[src/rtl/idu_is_miq_sel.sv]
// idu_is_miq_sel: MIQ select/issue stage.
// Each cycle it picks the oldest valid, operand-ready MIQ entry, where age is
// measured from the ROB head with modulo wrap. It pulses a one-hot issue_vld
// so that entry is freed. The picked instruction goes into a one-deep issue
// register that drains to register read over a valid/ready handshake.
// Optional feature macro: IDU_IS_MIQ_SEL_PERF_EN adds issue/stall counters.
module idu_is_miq_sel #(
  parameter int unsigned ENTRY_NUM = 8,
  parameter int unsigned IID_W     = 5,
  parameter int unsigned PREG_W    = 6
) (
  input  logic                        clk,
  input  logic                        rst_clk,
  input  logic                        rtu_global_flush,
  input  logic [IID_W-1:0]            rtu_idu_rob_head_iid,
  input  logic [ENTRY_NUM-1:0]        ent_vld,
  input  logic [ENTRY_NUM-1:0]        ent_ready,
  input  logic [ENTRY_NUM*IID_W-1:0]  ent_iid,
  input  logic [ENTRY_NUM*7-1:0]      ent_opcode,
  input  logic [ENTRY_NUM*7-1:0]      ent_funct7,
  input  logic [ENTRY_NUM*3-1:0]      ent_funct3,
  input  logic [ENTRY_NUM-1:0]        ent_psrc1_vld,
  input  logic [ENTRY_NUM-1:0]        ent_psrc2_vld,
  input  logic [ENTRY_NUM-1:0]        ent_pdst_vld,
  input  logic [ENTRY_NUM*PREG_W-1:0] ent_psrc1,
  input  logic [ENTRY_NUM*PREG_W-1:0] ent_psrc2,
  input  logic [ENTRY_NUM*PREG_W-1:0] ent_pdst,
  output logic [ENTRY_NUM-1:0]        issue_vld,
  input  logic                        rf_is_ready,
  output logic                        is_rf_vld,
  output logic [IID_W-1:0]            is_rf_iid,
  output logic [6:0]                  is_rf_opcode,
  output logic [6:0]                  is_rf_funct7,
  output logic [2:0]                  is_rf_funct3,
  output logic                        is_rf_psrc1_vld,
  output logic [PREG_W-1:0]           is_rf_psrc1,
  output logic                        is_rf_psrc2_vld,
  output logic [PREG_W-1:0]           is_rf_psrc2,
  output logic                        is_rf_pdst_vld,
  output logic [PREG_W-1:0]           is_rf_pdst,
`ifdef IDU_IS_MIQ_SEL_PERF_EN
  output logic [31:0]                 perf_issue_cnt,
  output logic [31:0]                 perf_stall_cnt,
`endif
  output logic                        miq_sel_stall
);

  typedef struct packed {
    logic [IID_W-1:0]  iid;
    logic [6:0]        opcode;
    logic [6:0]        funct7;
    logic [2:0]        funct3;
    logic              psrc1_vld;
    logic [PREG_W-1:0] psrc1;
    logic              psrc2_vld;
    logic [PREG_W-1:0] psrc2;
    logic              pdst_vld;
    logic [PREG_W-1:0] pdst;
  } is_fields_t;

  logic [ENTRY_NUM-1:0] cand;
  logic [ENTRY_NUM-1:0] win_oh;
  logic [IID_W-1:0]     age;
  logic [IID_W-1:0]     win_age;
  is_fields_t           win_f;
  logic                 any_cand;
  logic                 can_take;
  logic                 do_issue;

  logic                 is_vld_q;
  logic                 is_vld_d;
  is_fields_t           is_q;
  is_fields_t           is_d;

  // Oldest-ready pick: strict less-than while scanning upward keeps the
  // lowest index on equal ages. The winner's fields are captured in the same pass.
  always_comb begin
    cand    = ent_vld & ent_ready;
    win_oh  = '0;
    win_age = '0;
    age     = '0;
    win_f   = '0;
    for (int unsigned k = 0; k < ENTRY_NUM; k++) begin
      age = ent_iid[k*IID_W +: IID_W] - rtu_idu_rob_head_iid;
      if (cand[k] && ((win_oh == '0) || (age < win_age))) begin
        win_oh          = '0;
        win_oh[k]       = 1'b1;
        win_age         = age;
        win_f.iid       = ent_iid[k*IID_W +: IID_W];
        win_f.opcode    = ent_opcode[k*7 +: 7];
        win_f.funct7    = ent_funct7[k*7 +: 7];
        win_f.funct3    = ent_funct3[k*3 +: 3];
        win_f.psrc1_vld = ent_psrc1_vld[k];
        win_f.psrc1     = ent_psrc1[k*PREG_W +: PREG_W];
        win_f.psrc2_vld = ent_psrc2_vld[k];
        win_f.psrc2     = ent_psrc2[k*PREG_W +: PREG_W];
        win_f.pdst_vld  = ent_pdst_vld[k];
        win_f.pdst      = ent_pdst_vld[k] ? ent_pdst[k*PREG_W +: PREG_W] : '0;
      end
    end
  end

  // Issue/stall decision; both outputs are forced quiet while reset is held.
  always_comb begin
    any_cand      = |cand;
    can_take      = ~is_vld_q | rf_is_ready;
    do_issue      = any_cand & can_take & ~rtu_global_flush & ~rst_clk;
    issue_vld     = do_issue ? win_oh : '0;
    miq_sel_stall = any_cand & ~can_take & ~rtu_global_flush & ~rst_clk;
  end

  // Issue register next state: flush, then load, then drain, else hold.
  always_comb begin
    is_vld_d = is_vld_q;
    is_d     = is_q;
    if (rtu_global_flush) begin
      is_vld_d = 1'b0;
      is_d     = '0;
    end else if (do_issue) begin
      is_vld_d = 1'b1;
      is_d     = win_f;
    end else if (rf_is_ready && is_vld_q) begin
      is_vld_d = 1'b0;
    end
  end

  // Issue register state.
  always_ff @(posedge clk or posedge rst_clk) begin
    if (rst_clk) begin
      is_vld_q <= 1'b0;
      is_q     <= '0;
    end else begin
      is_vld_q <= is_vld_d;
      is_q     <= is_d;
    end
  end

  assign is_rf_vld       = is_vld_q;
  assign is_rf_iid       = is_q.iid;
  assign is_rf_opcode    = is_q.opcode;
  assign is_rf_funct7    = is_q.funct7;
  assign is_rf_funct3    = is_q.funct3;
  assign is_rf_psrc1_vld = is_q.psrc1_vld;
  assign is_rf_psrc1     = is_q.psrc1;
  assign is_rf_psrc2_vld = is_q.psrc2_vld;
  assign is_rf_psrc2     = is_q.psrc2;
  assign is_rf_pdst_vld  = is_q.pdst_vld;
  assign is_rf_pdst      = is_q.pdst;

`ifdef IDU_IS_MIQ_SEL_PERF_EN
  logic [31:0] perf_issue_q;
  logic [31:0] perf_stall_q;

  // Free-running event counters; flush leaves them untouched.
  always_ff @(posedge clk or posedge rst_clk) begin
    if (rst_clk) begin
      perf_issue_q <= '0;
      perf_stall_q <= '0;
    end else begin
      if (do_issue)      perf_issue_q <= perf_issue_q + 32'd1;
      if (miq_sel_stall) perf_stall_q <= perf_stall_q + 32'd1;
    end
  end

  assign perf_issue_cnt = perf_issue_q;
  assign perf_stall_cnt = perf_stall_q;
`endif

endmodule
[config.mk]
export PLATFORM = sky130hd
export DESIGN_NAME = idu_is_miq_sel
export DESIGN_NICKNAME = d
export VERILOG_FILES = /design/src/rtl/idu_is_miq_sel.sv
export SDC_FILE = /design/constraint.sdc
export NUM_CORES = 1
export LEC_CHECK = 0
export ABC_CLOCK_PERIOD_IN_PS = 34600
export BUFFER_PORTS_ARGS = -buffer_cell sky130_fd_sc_hd__buf_2
export CORE_AREA = 8 8 159 161
export CTS_BUF_LIST = sky130_fd_sc_hd__clkbuf_2 sky130_fd_sc_hd__clkbuf_4 sky130_fd_sc_hd__clkbuf_8
export DETAILED_ROUTE_END_ITERATION = 7
export DIE_AREA = 0 0 167 169
export HOLD_SLACK_MARGIN = 0.02
export PLACE_DENSITY_LB_ADDON = 0.15
export SETUP_SLACK_MARGIN = 0.05
export SLEW_MARGIN = 5
export SYNTH_ARGS = -nofsm -noshare
export SYNTH_HDL_FRONTEND = slang
export SYNTH_SLANG_ARGS = --single-unit
[constraint.sdc]
create_clock -name clk -period 34.6 [get_ports clk]
set_input_delay 5.19 -clock clk [delete_from_list [all_inputs] [get_ports clk]]
set_output_delay 5.19 -clock clk [all_outputs]
set_load 0.01 [all_outputs]
Word-level counts from Yosys, hierarchy flattened
Index checks and enable logic that the tools add are counted.
{"block": "totals", "regBits": 44, "input_bits": 369, "output_inout_bits": 53, "wordCells": 100}
{"block": "classes", "add_sub_neg": 8, "order_cmp": 7, "n_mux": 37, "bitwise": 12, "n_reduce_logical": 25}
{"op": "43-bit two-way mux", "n": 10}
{"op": "8-bit logical NOT", "n": 7}
{"op": "8-bit two-way mux", "n": 7}
{"op": "6-bit two-way mux", "n": 8}
{"op": "5-bit subtractor", "n": 8}
{"op": "5-bit < comparator", "n": 7}
{"op": "5-bit two-way mux", "n": 7}
{"op": "8-bit bitwise AND", "n": 1}
{"op": "1-bit logical AND", "n": 8}
{"op": "8-bit OR reduction", "n": 1}
{"op": "1-bit logical OR", "n": 7}
{"op": "1-bit bitwise AND", "n": 6}
{"op": "1-bit two-way mux", "n": 4}
{"op": "1-bit inverter", "n": 4}
{"op": "3-bit nonzero test", "n": 1}
{"op": "2-bit two-way mux", "n": 1}
{"op": "2-bit nonzero test", "n": 1}
{"op": "1-bit bitwise OR", "n": 1}

Depth between registers and ports, before layout
Gate-level depths: netlist of run 1.
{"block": "depth", "depth_word": 32, "ltp_mapped": 80, "ltp_nobuf": 67}

Worst setup path before layout of run 1
Ideal clock, no wire load.
{"block": "synth_path", "path_kind": "input port to output port", "from": "in rtu_idu_rob_head_iid[1]", "to": "out issue_vld[0]", "t_arrival_ns": 19.881, "required_time_ns": 29.410, "path_slack_ns": 9.529, "stages": 75, "path_buffers": 15, "path_cell_list": "inv_1 > fa_1 > a21o_1 > a21oi_1 > xnor2_1 > nand2_1 > ha_1 > a21oi_1 > o2111ai_2 > o21ai_2 > buf_6 > clkbuf_1 > a21oi_1 > ha_1 > nand2_1 > o41ai_1 > a211o_1 > a21o_1 > (+39 left out) > mux2_4 > or2_1 > clkbuf_1 > buf_2 > buf_2 > nor2_1 > a21oi_1 > ha_1 > a21o_1 > a21o_1 > a21oi_1 > a21oi_1 > nor2_1 > or2_2 > o32ai_2 > clkbuf_1 > nand4_1 > nor4_1"}
{"block": "synth_between", "elab_chain_cells": 31}
{"element": "start, declared", "line": "15", "rtl": "input logic [IID_W-1:0] rtu_idu_rob_head_iid,"}
{"element": "5-bit subtractor", "line": "84", "rtl": "age = ent_iid[k*IID_W +: IID_W] - rtu_idu_rob_head_iid;"}
{"element": "5-bit two-way mux", "line": "85", "rtl": "if (cand[k] && ((win_oh == '0) || (age < win_age))) begin"}
{"element": "5-bit < comparator", "line": "85"}
{"element": "1-bit logical OR", "line": "85"}
{"element": "1-bit logical AND", "line": "85"}
{"element": "5-bit two-way mux or 2-bit two-way mux (tied branches)", "line": "85"}
{"element": "5-bit < comparator or 8-bit logical NOT (tied branches)", "line": "85"}
{"element": "1-bit logical OR", "line": "85"}
{"element": "(+15 left out)"}
{"element": "1-bit logical OR", "line": "85"}
{"element": "1-bit logical AND", "line": "85"}
{"element": "5-bit two-way mux or 8-bit two-way mux (tied branches)", "line": "85"}
{"element": "5-bit < comparator or 8-bit logical NOT (tied branches)", "line": "85"}
{"element": "1-bit logical OR", "line": "85"}
{"element": "1-bit logical AND", "line": "85"}
{"element": "8-bit two-way mux (*)", "line": "85"}
{"element": "8-bit two-way mux (*)", "line": "108", "rtl": "issue_vld = do_issue ? win_oh : '0;"}
{"element": "end, declared", "line": "28", "rtl": "output logic [ENTRY_NUM-1:0] issue_vld,"}
Every way passes the cells marked *; elsewhere a longest branch is shown, timed or not.

Worst setup path after layout of run 1
{"block": "layout_path", "from": "in rtu_idu_rob_head_iid[0]", "to": "out issue_vld[1]"}
Same word-level chain as after synthesis.

==> flow_metrics.env, run 1 <==
export IMPL_num_io_pins=422
export IMPL_ys_top_cells_by_area="dfrtp_1 15%, ha_1 7.9%, nand2_1 7.4%"
export IMPL_critPathLaunchType="primary input"
export IMPL_worst_ep_arrival_time_ns=21.34
export IMPL_gp_routability_congestion=0.962
export IMPL_route_final_wire_length_mm=45.5
export IMPL_dominantRegCellSynth="dfrtp_1"
export IMPL_overflow=0
export IMPL_post_synth_top_area_cell="dfrtp_1"
export IMPL_maxSlewViolCount=0
export IMPL_detail_route_vias_per_cell=5.88
export IMPL_half_perimeter_wire_length_after_detailed_placement_mm=37.5
export IMPL_die_w_um=167
export IMPL_timing_worst_slew_pin_value_ns=1.07
export IMPL_slowest_stage_delay_cp_ns=0.81
export IMPL_synth_top_cell_area_share_pct=14.5
export IMPL_layout_area_overhead_vs_synth_pct=32.2
export IMPL_power_switching_mw=0.251
export IMPL_clk_pin_slew_worst_paths_ns=0.08
export IMPL_p_leak_nw=4.99
export IMPL_crit_required_ns=29.41
export IMPL_ctsHtreeMaxLevel=2
export IMPL_worst_setup_path_type="primary input to output port"
export IMPL_track_usage_pct=30.4
export IMPL_cts_tree="done"
export IMPL_synth_fp_nets=1505
export IMPL_worst_r2r_setup_slack_ns=31.96
export IMPL_share_clk_of_total_power_pct=7.1
export IMPL_initial_antenna_violation_count=15
export IMPL_postSynthCellCount=1080
export IMPL_route_antenna_remaining_nets=0
export IMPL_worstPathMaxFanout=73
export IMPL_clk_insertion_delay_late_ns=0.31
export IMPL_detail_route_iter0_violations=1296
export IMPL_postCtsHoldBufs=0
export IMPL_grt_start_max_net_pins=81
export IMPL_crit_family="compound AO/OA/AOI/OAI gates"
export IMPL_min_period_over_period_pct=76.7
export IMPL_numCtsBuffers=5
export IMPL_placement_io_buffers=421
export IMPL_core_region_area_sq_um=22900
export IMPL_grt_first_pass_wirelength_mm=65.5
export IMPL_run_status="complete, no violations"
export IMPL_clock_sinks=44
export IMPL_yosysSeqAreaShare_pct=14.5
export IMPL_placedInstanceArea_sq_um=9900
export IMPL_postSynthRegisterBits=44
export IMPL_vias=10300
export IMPL_timing_critical_path_to_type="output port"
export IMPL_die_h_um=169
export IMPL_initial_core_util_pct=33.1
export IMPL_final_cell_area_sq_um=10000
export IMPL_clock_root_buffer="clkbuf_8"
export IMPL_design_final_nets=1873
export IMPL_synth_async_sr_flop_share_pct=100
export IMPL_die_area_sq_um=28200
export IMPL_power_share_combinational_pct=77.6
export IMPL_maximum_vdd_ir_drop_uv=20.1
export IMPL_drt_first_pass_iters=5
export IMPL_sequentialPowerShare_pct=15.3
export IMPL_net_switching_share_of_the_total_power_pct=54.3
export IMPL_layout_cells_most_common_list="421 x buf_2, 149 x nand2_1, 110 x o21ai_0, 83 x a21oi_1, 74 x nor2_1"
export IMPL_final_min_clock_period_ns=26.53
export IMPL_grt_setup_unrepaired="false"
export IMPL_p_int_mw=0.212
export IMPL_p_total_mw=0.462
export IMPL_layout_setup_ws_ns=8.07
export IMPL_ys_warn_count=0
export IMPL_grt_pass1_vias=9900
export IMPL_max_slew_margin_rel_pct=28.4
export IMPL_fin_skew_ns=0.00963
export IMPL_syn_avg_cell_area_sq_um=7.01
export IMPL_setup_viol=0
export IMPL_path_common_cell="ha_1"
export IMPL_synth_enable_flop_cells=0
export IMPL_clock_path_buffers=2
export IMPL_timing_critical_path_slowest_stage_cell="nor2_1"
export IMPL_maxCapViolations=0
export IMPL_fmaxAchievable_mhz=37.7
export IMPL_post_route_drc_count=0
export IMPL_power_per_cell_area_nw_per_um2=46.2
export IMPL_std_cell_rows=56
export IMPL_fraction_of_final_layout_cells_with_drive_strength_greater_than_1_pct=33.1
export IMPL_timing_critical_path_buf_inv=8
export IMPL_synthDistinctLibCells=81
export IMPL_cts_repair_resize_count=0
export IMPL_layout_commonest_cell="buf_2"
export IMPL_fin_tns_setup_ns=0
export IMPL_wl_per_cell_um=26.0
export IMPL_worst_hold_slack_ns=0.481
export IMPL_final_hold_violation_count=0
export IMPL_worstHoldPathType="flip-flop to flip-flop"
export IMPL_detailedPlace_worstSlack_ns=8.42
export IMPL_count_of_buffers_added_by_post_cts_timing_repair_for_setup=0
export IMPL_synth_area_sq_um=7570
## power by group through the flow
stage,logic [mW],registers [mW],clock network (mW)
floorplan,0.215,0.0763,0
finish,0.359,0.0709,0.0327
global route,0.390,0.0720,0.0354
CTS,0.354,0.0707,0.0335
global placement,0.354,0.0715,0
detailed placement,0.353,0.0718,0
## state kept, by name (all words and copies together) (netlist names)
| signal | cells |
|---|---|
| is_rf_psrc2_vld | 1 |
| is_rf_iid | 5 |
| is_rf_opcode | 7 |
| is_rf_vld | 1 |
| is_rf_pdst | 6 |
| is_rf_psrc1_vld | 1 |
| is_rf_funct3 | 3 |
| is_rf_funct7 | 7 |
| is_rf_psrc2 | 6 |
| is_rf_psrc1 | 6 |
| is_rf_pdst_vld | 1 |
## routing by layer
metal	part of all wire, %	vias up	wire, um	track usage (%)
li1	-	4802	-	-
met1	43	4842	19400	40.2
met2	45	575	20400	47.5
met3	9.5	73	4330	8.13
met4	2.8	8	1280	9.09
met5	0.099	-	45	0
## worst register-to-register path: stages, from the launching register on
cell,delay (ns)
dfrtp_1,0.39
nand2b_1,0.11
nor2b_1,0.30
nand2b_1,0.49
nor2_1,0.55
and2_0,0.50
a221o_1,0.24
## synthesized netlist by cell type (all sizes together), types with 9 or more instances
cell	count
nand2	151
dfrtp	44
and3	16
o211ai	10
a31oi	9
ha	48
xor2	11
o311a	14
nand3	53
o311ai	18
buf	15
nand2b	10
a221o	13
nor2	76
clkbuf	64
a21o	24
a211oi	23
xnor2	26
a311oi	14
inv	30
nor3	29
mux2i	35
a21oi	86
o21ai	137
## cells by family (layout without fill, tap and decap cells)
logic type,after synthesis,in the layout,synth area share [%]
DFF,44,44,14.5
and+or+nand+nor,378,378,22.7
AOI/OAI and AO/OA,414,414,36.9
other,0,13,0
xor gates and xnor gates,37,37,4.28
adders and majority gates,59,59,10.4
muxes,39,39,5.32
buffers and inverters,109,477,5.82
## per-stage QoR
stage | util, % | cells
2_1_floorplan | - | 1080
3_3_place_gp | 43.2 | 1731
3_5_place_dp | 43.2 | 1731
4_1_cts | 43.6 | 1738
5_1_grt | 43.7 | 1746
6_report | 43.7 | 1751
## worst paths after layout
kind / start / to / cells past startpoint
max in group asynchronous: rst_clk / is_rf_iid[0] / 3
min in group asynchronous: rst_clk / is_rf_funct7[1] / 3
min: is_rf_opcode[5] / is_rf_opcode[5] / 2
min reg2reg: is_rf_opcode[5] / is_rf_opcode[5] / 2
max: rtu_idu_rob_head_iid[0] / issue_vld[1] / 65
max reg2reg: is_rf_vld / is_rf_pdst[3] / 6
## final cells by class
class	instances	area, sq um
Inverter	30	113
Clock inverter	2	12.5
Sequential cell	44	1100
Timing Repair Buffer	440	2250
Antenna cell	13	32.5
Multi-Input combinational cell	927	6070
Fill cell	2487	12900
Clock buffer	5	68.8
Tap cell	290	363
(Power assumes the default switching activity.)
==> run 2: changes to the inputs <==
--- a/config.mk
+++ b/config.mk
@@ -5,12 +5,12 @@
 export SDC_FILE = /design/constraint.sdc
 export NUM_CORES = 1
 export LEC_CHECK = 0
-export ABC_CLOCK_PERIOD_IN_PS = 34600
+export ABC_CLOCK_PERIOD_IN_PS = 27300
 export BUFFER_PORTS_ARGS = -buffer_cell sky130_fd_sc_hd__buf_2
-export CORE_AREA = 8 8 159 161
+export CORE_AREA = 8 8 157 159
 export CTS_BUF_LIST = sky130_fd_sc_hd__clkbuf_2 sky130_fd_sc_hd__clkbuf_4 sky130_fd_sc_hd__clkbuf_8
 export DETAILED_ROUTE_END_ITERATION = 7
-export DIE_AREA = 0 0 167 169
+export DIE_AREA = 0 0 165 167
 export HOLD_SLACK_MARGIN = 0.02
 export PLACE_DENSITY_LB_ADDON = 0.15
 export SETUP_SLACK_MARGIN = 0.05
==> constraint.sdc (replaced) <==
create_clock -name clk -period 27.3 [get_ports clk]
set_input_delay 4.095 -clock clk [delete_from_list [all_inputs] [get_ports clk]]
set_output_delay 4.095 -clock clk [all_outputs]
set_load 0.01 [all_outputs]
==> run 2 against run 1 <==
  * Clock power is 43% higher
  * Clock skew is 0.0012 ns higher
  * Count of clock-buffer cells in the layout is 2 higher
  * Non-clock buffer count is 2 lower
  * Worst hold slack better by 0.0048 ns
  * Largest cell class unchanged
  * Largest power group unchanged
==> flow_metrics.env, run 2 (synthesis results as in run 1) <==
export IMPL_final_cell_area_sq_um=10000
export IMPL_die_area_sq_um=27600
export IMPL_net_switching_share_of_the_total_power_pct=53.9
export IMPL_wl_per_cell_um=25.9
export IMPL_detail_route_vias_per_cell=5.94
export IMPL_die_h_um=167
export IMPL_layout_commonest_cell="buf_2"
export IMPL_num_io_pins=422
export IMPL_die_w_um=165
export IMPL_post_route_drc_count=0
export IMPL_clock_root_buffer="clkbuf_8"
export IMPL_overflow=0
export IMPL_p_int_mw=0.272
export IMPL_maxCapViolations=0
export IMPL_layout_area_overhead_vs_synth_pct=32.2
export IMPL_track_usage_pct=30.8
export IMPL_initial_core_util_pct=34.1
export IMPL_std_cell_rows=55
export IMPL_grt_start_max_net_pins=81
export IMPL_worstHoldPathType="flip-flop to flip-flop"
export IMPL_final_hold_violation_count=0
export IMPL_half_perimeter_wire_length_after_detailed_placement_mm=37.2
export IMPL_path_common_cell="a21oi_1"
export IMPL_ctsHtreeMaxLevel=2
export IMPL_crit_required_ns=23.20
export IMPL_layout_cells_most_common_list="421 x buf_2, 149 x nand2_1, 110 x o21ai_0, 83 x a21oi_1, 74 x nor2_1"
export IMPL_cts_repair_resize_count=0
export IMPL_fmaxAchievable_mhz=41.3
export IMPL_maxSlewViolCount=0
export IMPL_cts_tree="done"
export IMPL_placement_io_buffers=421
export IMPL_power_share_combinational_pct=76.9
export IMPL_place_detailed_instances=1724
export IMPL_design_final_nets=1871
export IMPL_initial_antenna_violation_count=17
export IMPL_timing_critical_path_to_type="output port"
export IMPL_vias=10381
export IMPL_run_status="complete, no violations"
export IMPL_grt_setup_unrepaired="false"
export IMPL_grt_pass1_vias=10095
export IMPL_worst_ep_arrival_time_ns=20.14
export IMPL_clk_pin_slew_worst_paths_ns=0.09
export IMPL_timing_critical_path_slowest_stage_cell="or2_2"
export IMPL_final_min_clock_period_ns=24.23
export IMPL_gp_routability_congestion=0.978
export IMPL_share_clk_of_total_power_pct=7.9
export IMPL_fin_tns_setup_ns=0
export IMPL_clock_path_buffers=2
export IMPL_final_cell_count_no_fill=1747
export IMPL_worst_setup_path_type="primary input to output port"
export IMPL_p_total_mw=0.589
export IMPL_route_final_wire_length_mm=45.2
export IMPL_timing_worst_slew_pin_value_ns=1.08
export IMPL_fin_skew_ns=0.0109
export IMPL_max_slew_margin_rel_pct=27.8
export IMPL_setup_viol=0
export IMPL_route_antenna_remaining_nets=0
export IMPL_critPathLaunchType="primary input"
export IMPL_postCtsHoldBufs=0
export IMPL_worstPathMaxFanout=50
export IMPL_fraction_of_final_layout_cells_with_drive_strength_greater_than_1_pct=33.1
export IMPL_grt_first_pass_wirelength_mm=64.6
export IMPL_power_per_cell_area_nw_per_um2=58.8
export IMPL_maximum_vdd_ir_drop_uv=28.2
export IMPL_drt_first_pass_iters=6
export IMPL_power_switching_mw=0.317
export IMPL_slowest_stage_delay_cp_ns=0.68
export IMPL_clock_sinks=44
export IMPL_detail_route_iter0_violations=1149
export IMPL_core_region_area_sq_um=22200
export IMPL_count_of_buffers_added_by_post_cts_timing_repair_for_setup=0
export IMPL_numCtsBuffers=5
export IMPL_clk_insertion_delay_late_ns=0.31
export IMPL_sequentialPowerShare_pct=15.2
export IMPL_p_leak_nw=4.99
export IMPL_min_period_over_period_pct=88.8
export IMPL_placedInstanceArea_sq_um=9880
-- run 2: cell types whose count changed in the layout (fill, tap and decap cells not counted), sizes merged --
cell | before | now
diode | 13 | 15
clkbuf | 5 | 7
clkinv | 1 | 0
buf | 440 | 438
-- run 2: critical path, delay by kind of cell --
family          cells  cell delay, ns
compound gates     28            5.91
simple gates       20            5.07
fa+ha+maj           9            2.70
buf+inv             7            1.82
mux                 1            0.31
xor+xnor            1            0.13
-- run 2: per-stage QoR --
| step | setup WS [ns] | hold slack (ns) | utilization (%) |
|---|---|---|---|
| final | 3.07 | 0.486 | 45.1 |
| after global routing | 2.00 | 0.519 | 45.0 |
| after CTS | 3.32 | 0.491 | 44.9 |
| after detailed placement | 3.37 | 0.470 | 44.4 |
| after global placement | 3.68 | 0.461 | 44.4 |
| after floorplan | 4.42 | 0.516 | - |
-- run 2: power by group through the flow --
stage	combinational [mW]	sequential (mW)	clock [mW]
6_report	0.453	0.0893	0.0468
5_1_grt	0.489	0.0910	0.0497
4_1_cts	0.446	0.0889	0.0466
3_5_place_dp	0.444	0.0904	0
3_3_place_gp	0.443	0.0900	0
2_1_floorplan	0.273	0.0967	0
-- run 2: area by class of cell --
| class | instances | area, sq um |
|---|---|---|
| sequential | 44 | 1100 |
| tap | 285 | 357 |
| antenna | 15 | 37.5 |
| clock inverter | 1 | 7.51 |
| inverter | 30 | 113 |
| fill | 2457 | 12200 |
| timing repair buffer | 438 | 2230 |
| clock buffer | 7 | 90.1 |
| multi-input combinational | 927 | 6070 |
-- run 2: worst paths after layout --
| path | endpoint | from | cells past startpoint | slack, ns |
|---|---|---|---|---|
| setup reg to reg | is_rf_pdst[4] | is_rf_vld | 6 | 24.71 |
| max in group asynchronous | is_rf_iid[1] | rst_clk | 2 | 22.64 |
| min in group asynchronous | is_rf_psrc1[5] | rst_clk | 2 | 4.02 |
| hold / removal | is_rf_psrc2[3] | is_rf_psrc2[3] | 2 | 0.49 |
| hold reg to reg | is_rf_psrc2[3] | is_rf_psrc2[3] | 2 | 0.49 |
| setup / recovery | issue_vld[1] | rtu_idu_rob_head_iid[0] | 66 | 3.07 |
-- run 2: metal layers --
| layer | vias to the layer above | share of wire, % | GRT usage [%] |
|---|---|---|---|
| met5 | - | 0.086 | 0 |
| met3 | 83 | 9.7 | 6.04 |
| met2 | 629 | 46 | 48.6 |
| met4 | 6 | 3.2 | 11.9 |
| li1 | 4798 | - | - |
| met1 | 4865 | 41 | 40.5 |
